## config.mk

```make
export PLATFORM = sky130hd
export DESIGN_NAME = param_up_down_counter
export DESIGN_NICKNAME = d
export VERILOG_FILES = /design/src/rtl/param_up_down_counter.sv
export SDC_FILE = /design/constraint.sdc
export NUM_CORES = 1
export LEC_CHECK = 0
export CAP_MARGIN = 40
export CORE_MARGIN = 8
export CORE_UTILIZATION = 45
export DETAILED_ROUTE_END_ITERATION = 6
export PLACE_DENSITY = 0.77
export SYNTH_ARGS = -nofsm -noshare
export SYNTH_HDL_FRONTEND = slang
export SYNTH_SLANG_ARGS = --single-unit
export TNS_END_PERCENT = 20
```

## constraint.sdc

```tcl
create_clock -name Clock -period 1.8 [get_ports Clock]
set_input_delay 0.27 -clock Clock [delete_from_list [all_inputs] [get_ports Clock]]
set_output_delay 0.27 -clock Clock [all_outputs]
set_load 0.02 [all_outputs]
```

## src/rtl/param_up_down_counter.sv

```systemverilog
// Parametrised up/down counter with enable prescaler, parallel load,
// synchronous clear, wrap or saturate at the limits, a terminal-count pulse
// and a sticky overflow flag.
module param_up_down_counter #(
  parameter int unsigned WIDTH    = 8,
  parameter int unsigned PRESCALE = 1,
  parameter int unsigned SATURATE = 0
) (
  input  logic             Clock,
  input  logic             ClearN,
  input  logic             Enable,
  input  logic             Up,
  input  logic             Load,
  input  logic [WIDTH-1:0] LoadValue,
  input  logic             SyncClear,
  output logic [WIDTH-1:0] Count,
  output logic             Zero,
  output logic             TerminalCount,
  output logic             Overflow
);

  localparam logic [WIDTH-1:0] MAX_VAL = {WIDTH{1'b1}};
  localparam logic [WIDTH-1:0] MIN_VAL = {WIDTH{1'b0}};

  logic [WIDTH-1:0] count_q, count_d;
  logic             tc_q, tc_d;
  logic             ovf_q, ovf_d;
  logic             step_c;
  logic             boundary_c;

  if (PRESCALE > 1) begin : g_prescale
    localparam int unsigned PS_W = $clog2(PRESCALE);
    localparam logic [PS_W-1:0] PS_LAST = PS_W'(PRESCALE - 1);

    logic [PS_W-1:0] pre_q, pre_d;
    logic            pre_step_c;

    // Prescaler: clear/load restart the period; a step fires on the last phase.
    always_comb begin
      pre_d      = pre_q;
      pre_step_c = 1'b0;
      if (SyncClear || Load) begin
        pre_d = '0;
      end else if (Enable) begin
        if (pre_q == PS_LAST) begin
          pre_d      = '0;
          pre_step_c = 1'b1;
        end else begin
          pre_d = pre_q + PS_W'(1);
        end
      end
    end

    // Prescaler phase register.
    always_ff @(posedge Clock or negedge ClearN) begin
      if (!ClearN) begin
        pre_q <= '0;
      end else begin
        pre_q <= pre_d;
      end
    end

    assign step_c = pre_step_c;
  end else begin : g_no_prescale
    // Without a prescaler every enabled clock that is not a clear/load steps.
    assign step_c = Enable & ~SyncClear & ~Load;
  end

  // A step from this value in the current direction crosses a limit.
  assign boundary_c = Up ? (count_q == MAX_VAL) : (count_q == MIN_VAL);

  // Next-state: SyncClear beats Load beats a counting step.
  always_comb begin
    count_d = count_q;
    tc_d    = 1'b0;
    ovf_d   = ovf_q;
    if (SyncClear) begin
      count_d = '0;
      ovf_d   = 1'b0;
    end else if (Load) begin
      count_d = LoadValue;
    end else if (step_c) begin
      if (boundary_c) begin
        tc_d  = 1'b1;
        ovf_d = 1'b1;
        if (SATURATE == 0) begin
          count_d = Up ? MIN_VAL : MAX_VAL;
        end
      end else begin
        count_d = Up ? (count_q + WIDTH'(1)) : (count_q - WIDTH'(1));
      end
    end
  end

  // Counter and flag registers.
  always_ff @(posedge Clock or negedge ClearN) begin
    if (!ClearN) begin
      count_q <= '0;
      tc_q    <= 1'b0;
      ovf_q   <= 1'b0;
    end else begin
      count_q <= count_d;
      tc_q    <= tc_d;
      ovf_q   <= ovf_d;
    end
  end

  assign Count         = count_q;
  assign TerminalCount = tc_q;
  assign Overflow      = ovf_q;
  assign Zero          = (count_q == MIN_VAL);

endmodule

```

# == Word-level counts from Yosys, hierarchy flattened ==
# Index checks and enable logic that the tools add are counted.
# op_classes
addsub,2
eq_ne,2
muxes,15
bitwise,4
n_reduce_logical,5
# ops
operator,n
2-to-1 mux 8 bit,6
2-to-1 mux 1 bit,9
"adder 8 x 1 -> 8 bit, second input constant",1
"== test 8 bit, second input constant",1
zero test 8 bit,1
"subtractor 8 x 1 -> 8 bit, second input constant",1
nonzero test 2 bit,2
AND reduction 3 bit,1
nonzero test 3 bit,1
bitwise AND 1 bit,2
"!= test 2 x 1 -> 1 bit, second input constant",1
NOT 1 bit,2
# totals
reg_bits,10
input_bits,14
output_inout_bits,11
wordCells,31

# == Depth between registers and ports, before layout ==
# Gate-level depths: netlist of run 1.
# logic_depth
ltp_word,6
depth_mapped,7
ltp_nobuf,7

# == Worst setup path after synthesis of run 1 ==
# OpenSTA, ideal clock, no wires.
# synth_timing
kind,reg-to-reg
from,register count_q[0] (netlist: Count[0])
to,register count_q[6] (netlist: Count[6])
setup_ns,0.129
arrival_ns,1.709
slack_ns,-0.038
stages_incl_launch_ff,8
path_buffers,0
synth_period_minus_slack_ns,1.838
path_cell_list,dfrtp_1 inv_1 fa_1 nor2b_1 o31a_1 nor3_1 nor4b_1 a21oi_1
# synth_between
elab_chain_len,6
# synth_rtl
element,line_no,source
"start, declared",25,"logic [WIDTH-1:0] count_q, count_d;"
"start signal, assigned",102,count_q <= count_d;
"subtractor 8 x 1 -> 8 bit, or another cell as far along",90,count_d = Up ? (count_q + WIDTH'(1)) : (count_q - WIDTH'(1));
2-to-1 mux 8 bit or 2-to-1 mux 1 bit (tied branches),"90, 70",
2-to-1 mux 8 bit (*),83,if (boundary_c) begin
2-to-1 mux 8 bit (*),82,end else if (step_c) begin
2-to-1 mux 8 bit (*),80,end else if (Load) begin
2-to-1 mux 8 bit (*),77,if (SyncClear) begin
# Mark *: on every way between the ends. The rest lies on a longest branch, timed or not. The select of a mux whose other input is x is not followed.
# A chain may end at the register's enable or synchronous reset.

# == Final worst setup path of run 1 ==
# layout_timing
from,register count_q[2] (netlist: Count[2])
to,register count_q[6] (netlist: Count[6])
# The elaborated chain is that of the path after synthesis.

==> results of run 1 <==
worst min-delay path by stage:
| stage | cells after the start | start | slack [ns] | endpoint |
|---|---|---|---|---|
| after global placement | 2 | Overflow | 0.48 | Overflow |
| after global routing | 1 | ClearN | 0.34 | Count[3] |
| after CTS | 1 | ClearN | 0.31 | TerminalCount |
| final | 1 | ClearN | 0.30 | TerminalCount |
| after detailed placement | 2 | Overflow | 0.49 | Overflow |
| after floorplan | 0 | ClearN | -0.03 | Count[0] |
flip-flops by register name (all words and copies together), names as in the netlist:
register,cells
Count,8
Overflow,1
TerminalCount,1
cells by family (layout without fill, tap and decap cells):
logic type | count (synthesis) | after routing | synth area share
AOI/OAI and AO/OA | 37 | 37 | 0.274
and+or+nand+nor | 40 | 40 | 0.259
muxes | 1 | 1 | 0.0114
adders and majority gates | 7 | 7 | 0.108
xor gates and xnor gates | 3 | 3 | 0.0298
DFF | 10 | 10 | 0.284
buffers and inverters | 8 | 62 | 0.0341
final cells by class:
class,count,area [um2]
clock buffer,4,36.3
fill,117,390
inverter,5,23.8
multi-input combinational,88,697
sequential,10,251
tap,27,33.8
timing repair buffer,53,469
routing by layer:
metal	track usage	wire length, um	vias to the layer above
li1	-	-	497
met1	0.183	1260	529
met2	0.268	1680	55
met3	0.0473	228	20
met4	0.0476	165	0
met5	0	0	-
critical path, cell delays in order (launching register included):
cell	delay, ns
dfrtp_1	0.41
buf_6	0.14
ha_4	0.22
nor2b_4	0.13
o31a_1	0.31
o21ai_1	0.16
nor4b_4	0.22
a21oi_1	0.09
cells in the mapped netlist (all sizes together) (2+ instances only):
cell    instances
nor2           12
dfrtp          10
a21oi           9
o21ai           8
ha              6
a31oi           5
inv             5
nand2           5
nand2b          5
nor2b           4
o31ai           4
a211o           3
a21o            3
clkbuf          3
nand3           3
nor3            3
xnor2           3
and3            2
o21a            2
or4             2
where the power goes:
group	internal [mW]	total, mW	switching, mW
Clock	0.123	0.214	0.0907
Combinational	0.343	0.659	0.316
Sequential	0.251	0.269	0.0175
Total	0.717	1.14	0.424
repair_timing:
action / in CTS / in global routing
setup buffers: 0 / 4
cloned: 0 / 0
pin swaps: 3 / 6
setup endpoints to repair: 5 / 7
resized for setup: 11 / 15
==> flow_summary.toml, run 1 <==
[synthesis]
synthFlopType = "dfrtp_1"
syn_nets = 127
yosysUniqueCellTypes = 33
synth_edf_count = 0
synth_area_per_cell_um2 = 8.31
synth_cells = 106
ys_ff_latch = 10
syn_area_um2 = 881
ys_top_cells_by_area = "dfrtp_1 (28%), ha_1 (8.5%), a21oi_1 (5.1%), nor2_1 (4.7%), a31oi_1 (3.6%)"
yosysSeqAreaShare = 0.284
async_flop_share = 1.00
synth_top_cell_area_share = 0.284
yosys.area.top_type = "dfrtp_1"
ys_warn_count = 0

[timing]
period_share = 1.00
setup_viol = 1
hold_viol_final = 0
timing.fmax_mhz = 553
holdWs_ns = 0.299
worst_pin_slew_ns = 0.469
post-route-min-period_ns = 1.81
slew_viol_final = 0
fin_worst_skew_ns = 0.0101
tns_ns = -0.00861
slew_headroom = 0.687
fin_ws_ns = -0.00861
rsz0062_at_grt = "yes"

[global_routing]
overflow = 0
antenna_found_initial = 0
grt_pass1_vias = 985
grt_pass1_wl_mm = 4.40
grt_max_degree = 11
gr-usage-all-layers = 0.158

[drt]
avgRoutedWirePerCell_um = 17.8
drt_first_iter_violations = 56
antenna_left = 0
wirelength_mm = 3.34
first_pass_iters = 4
routed_via_density = 5.89
drc_errors = 0
num_vias = 1101

[cells_and_area]
final_cell_mix = "buf_4 (27), clkdlybuf4s50_1 (22), nor2_1 (11)"
postLayoutCellArea_mm2 = 0.00151
nets = 182
syn_to_final_growth_pct = 71.6
stdcell_count = 187
final_layout_size_suffix_gt1_frac = 0.331
antenna_cells = 0
final_common_cell = "buf_4"
fin_util = 0.795

[setup_path]
critical_path_required_ns = 1.96
worstSetupStartpointType = "flip-flop"
end_kind = "flip-flop"
crit_arrival_ns = 1.97
r2r_slack_ns = -0.009
r2r_start = "Count[2]"
r2r_end = "Count[6]"
worst-setup-path-type = "reg -> reg"
startpoint = "Count[2]"
crit_end = "Count[6]"
ff2ff_path_depth = 7
path_max_fanout = 4

[clock_tree]
htreeDepth = 1
clkSinkCount = 10
cts-root-buf = "clkbuf_4"
cts-buffers-inserted = 3
tritoncts = "yes"
cts_buffer_depth = 2
cts_hold_buf = 0
clock_latency_ns = 0.29
path_clk_slew_ns = 0.07

[floorplan]
fp.dieArea_mm2 = 0.00363
core_area_mm2 = 0.00190
die_h_um = 60.2
num_rows = 16
die_w_um = 60.2
initial_core_util = 0.463
pin_count = 25

[flow_run]
cap_violations = 0

[run_status]
outcome = "complete, but fails checks"
failed_checks = "setup timing"

[power_and_ir_drop]
power_density_mw_per_mm2 = 755
p_leak_nw = 0.681
finalPower_mw = 1.14
ir_drop_mv = 0.456

[placed_design]
portBuffers = 24
preCtsSetupSlack_ns = -0.501
hpwl_mm = 2.15
postPlaceCellArea_mm2 = 0.00133
post-place-cells = 179
gp_congestion = 0.866

[hold_path]
min_path_type = "in -> async"
Power figures use the tool's default switching activity.
==> inputs of run 2 (changes only) <==
CTS_BUF_LIST = sky130_fd_sc_hd__clkbuf_4 sky130_fd_sc_hd__clkbuf_8   (was unset)
==> results of run 2 <==
Final layout, timing and power as in run 1 (identical DEF).
==> inputs of run 3 (changes only) <==
==> constraint.sdc (replaced) <==
create_clock -name Clock -period 1.8 [get_ports Clock]
set_input_delay 0.18 -clock Clock [delete_from_list [all_inputs] [get_ports Clock]]
set_output_delay 0.18 -clock Clock [all_outputs]
set_load 0.02 [all_outputs]
==> run 3 against run 2 <==
  * Largest power group unchanged
  * Power decreased by 5.9%
  * Sequential power increased by 3%
  * The run now ends clean
  * Critical path type unchanged
  * Critical endpoint is now Count[7]
  * Hold slack got worse by 0.063 ns
  * Clock skew decreased by 0.0044 ns
  * Final cell count decreased by 2.1%
  * Cell area decreased by 4.1%
  * Maximum frequency increased by 3.2%
==> flow_summary.toml, run 3 (synthesized netlist as in run 1, its figures left out) <==
[timing]
setup_viol = 0
tns_ns = 0
worst_pin_slew_ns = 0.477
fin_worst_skew_ns = 0.00569
rsz0062_at_grt = "yes"
slew_viol_final = 0
post-route-min-period_ns = 1.75
period_share = 0.973
hold_viol_final = 0
timing.fmax_mhz = 571
slew_headroom = 0.681

[floorplan]
pin_count = 25
die_w_um = 60.2
die_h_um = 60.2
num_rows = 16
initial_core_util = 0.463
core_area_mm2 = 0.00190
fp.dieArea_mm2 = 0.00363

[cells_and_area]
final_layout_size_suffix_gt1_frac = 0.295
largest_reg_flops = 8
final_cell_mix = "buf_4 (24), clkdlybuf4s50_1 (22), nor2_1 (11)"
antenna_cells = 0
syn_to_final_growth_pct = 64.6
stdcell_count = 183
nets = 178
final_common_cell = "buf_4"

[global_routing]
grt_pass1_wl_mm = 4.33
grt_pass1_vias = 962
gr-usage-all-layers = 0.156
antenna_found_initial = 0
overflow = 0
grt_max_degree = 11

[drt]
first_pass_iters = 4
drt_first_iter_violations = 27
drc_errors = 0
avgRoutedWirePerCell_um = 15.8
num_vias = 1018
wirelength_mm = 2.89
antenna_left = 0
routed_via_density = 5.56

[setup_path]
r2r_start = "Count[5]"
path_max_fanout = 4
crit_arrival_ns = 1.90
end_kind = "flip-flop"
ff2ff_path_depth = 7
worst-setup-path-type = "reg -> reg"
r2r_slack_ns = 0.05
r2r_end = "Count[7]"
critical_path_required_ns = 1.94
worstSetupStartpointType = "flip-flop"

[placed_design]
post-place-cells = 179
portBuffers = 24
gp_congestion = 0.855
hpwl_mm = 2.25

[power_and_ir_drop]
ir_drop_mv = 0.671
power_density_mw_per_mm2 = 741
p_leak_nw = 0.643
finalPower_mw = 1.07

[hold_path]
min_path_type = "in -> async"

[clock_tree]
cts_setup_buffers = 0
path_clk_slew_ns = 0.07
cts-buffers-inserted = 3
tritoncts = "yes"
clkSinkCount = 10
cts_buffer_depth = 2
clock_latency_ns = 0.27
cts_hold_buf = 0
cts-root-buf = "clkbuf_4"
htreeDepth = 1

[flow_run]
cap_violations = 0

[run_status]
outcome = "completed"
==> run 3: cell count changes in the layout (fill, tap and decap cells not counted), sizes merged <==
| cell | previous run | this run |
|---|---|---|
| buf | 30 | 26 |
==> run 3: worst max-delay path: stages (launching register included) <==
cell and delay, ns:
dfrtp_1 0.38, buf_4 0.15, ha_1 0.33, and3_1 0.18, nand3_1 0.09, and4_1 0.16
o31ai_1 0.22, a31oi_1 0.12
==> run 3: through the flow <==
stage	hold slack, ns	setup slack (ns)	instance area (um2)	util
after detailed placement	0.521	-0.423	1330	0.701
after CTS	0.247	0.00162	1410	0.739
after global routing	0.267	-0.0409	1450	0.763
after global placement	0.485	-0.383	1330	0.701
final	0.236	0.0478	1450	0.763
after floorplan	-0.116	0.0301	882	-
==> run 3: area by class of cell <==
type,count,area (um2)
clock buffer,4,36.3
fill,129,452
inverter,5,21.3
multi-input combinational,88,678
sequential,10,251
tap,27,33.8
timing repair buffer,49,429
==> run 3: report_power, final <==
| part | total [mW] | internal, mW | switching (mW) |
|---|---|---|---|
| sequential | 0.276 | 0.251 | 0.0244 |
| combinational | 0.598 | 0.317 | 0.281 |
| clock | 0.201 | 0.123 | 0.0780 |
| total | 1.07 | 0.691 | 0.383 |
==> run 3: layer usage <==
layer | up-vias | global-route usage | part of all wire
met1 | 487 | 0.177 | 0.41
met5 | - | 0 | 0
li1 | 497 | - | -
met3 | 4 | 0.0430 | 0.045
met4 | 0 | 0.0306 | 0.012
met2 | 30 | 0.282 | 0.53
==> run 3: what timing repair did <==
action                                  in CTS  in global routing
gates cloned                                 0                  0
pin swaps                                    3                  3
gates resized for setup                     11                  6
endpoints found under the setup margin       4                  4
==> run 3: worst max-delay path by stage <==
stage | startpoint | end | slack, ns | depth (start not counted)
after CTS | Up | Count[7] | 0.002 | 8
after global placement | Up | Count[5] | -0.38 | 8
after detailed placement | Up | Count[5] | -0.42 | 8
after floorplan | Count[1] | Count[6] | 0.03 | 7
after global routing | Count[1] | Count[5] | -0.04 | 7
final | Count[5] | Count[7] | 0.05 | 7
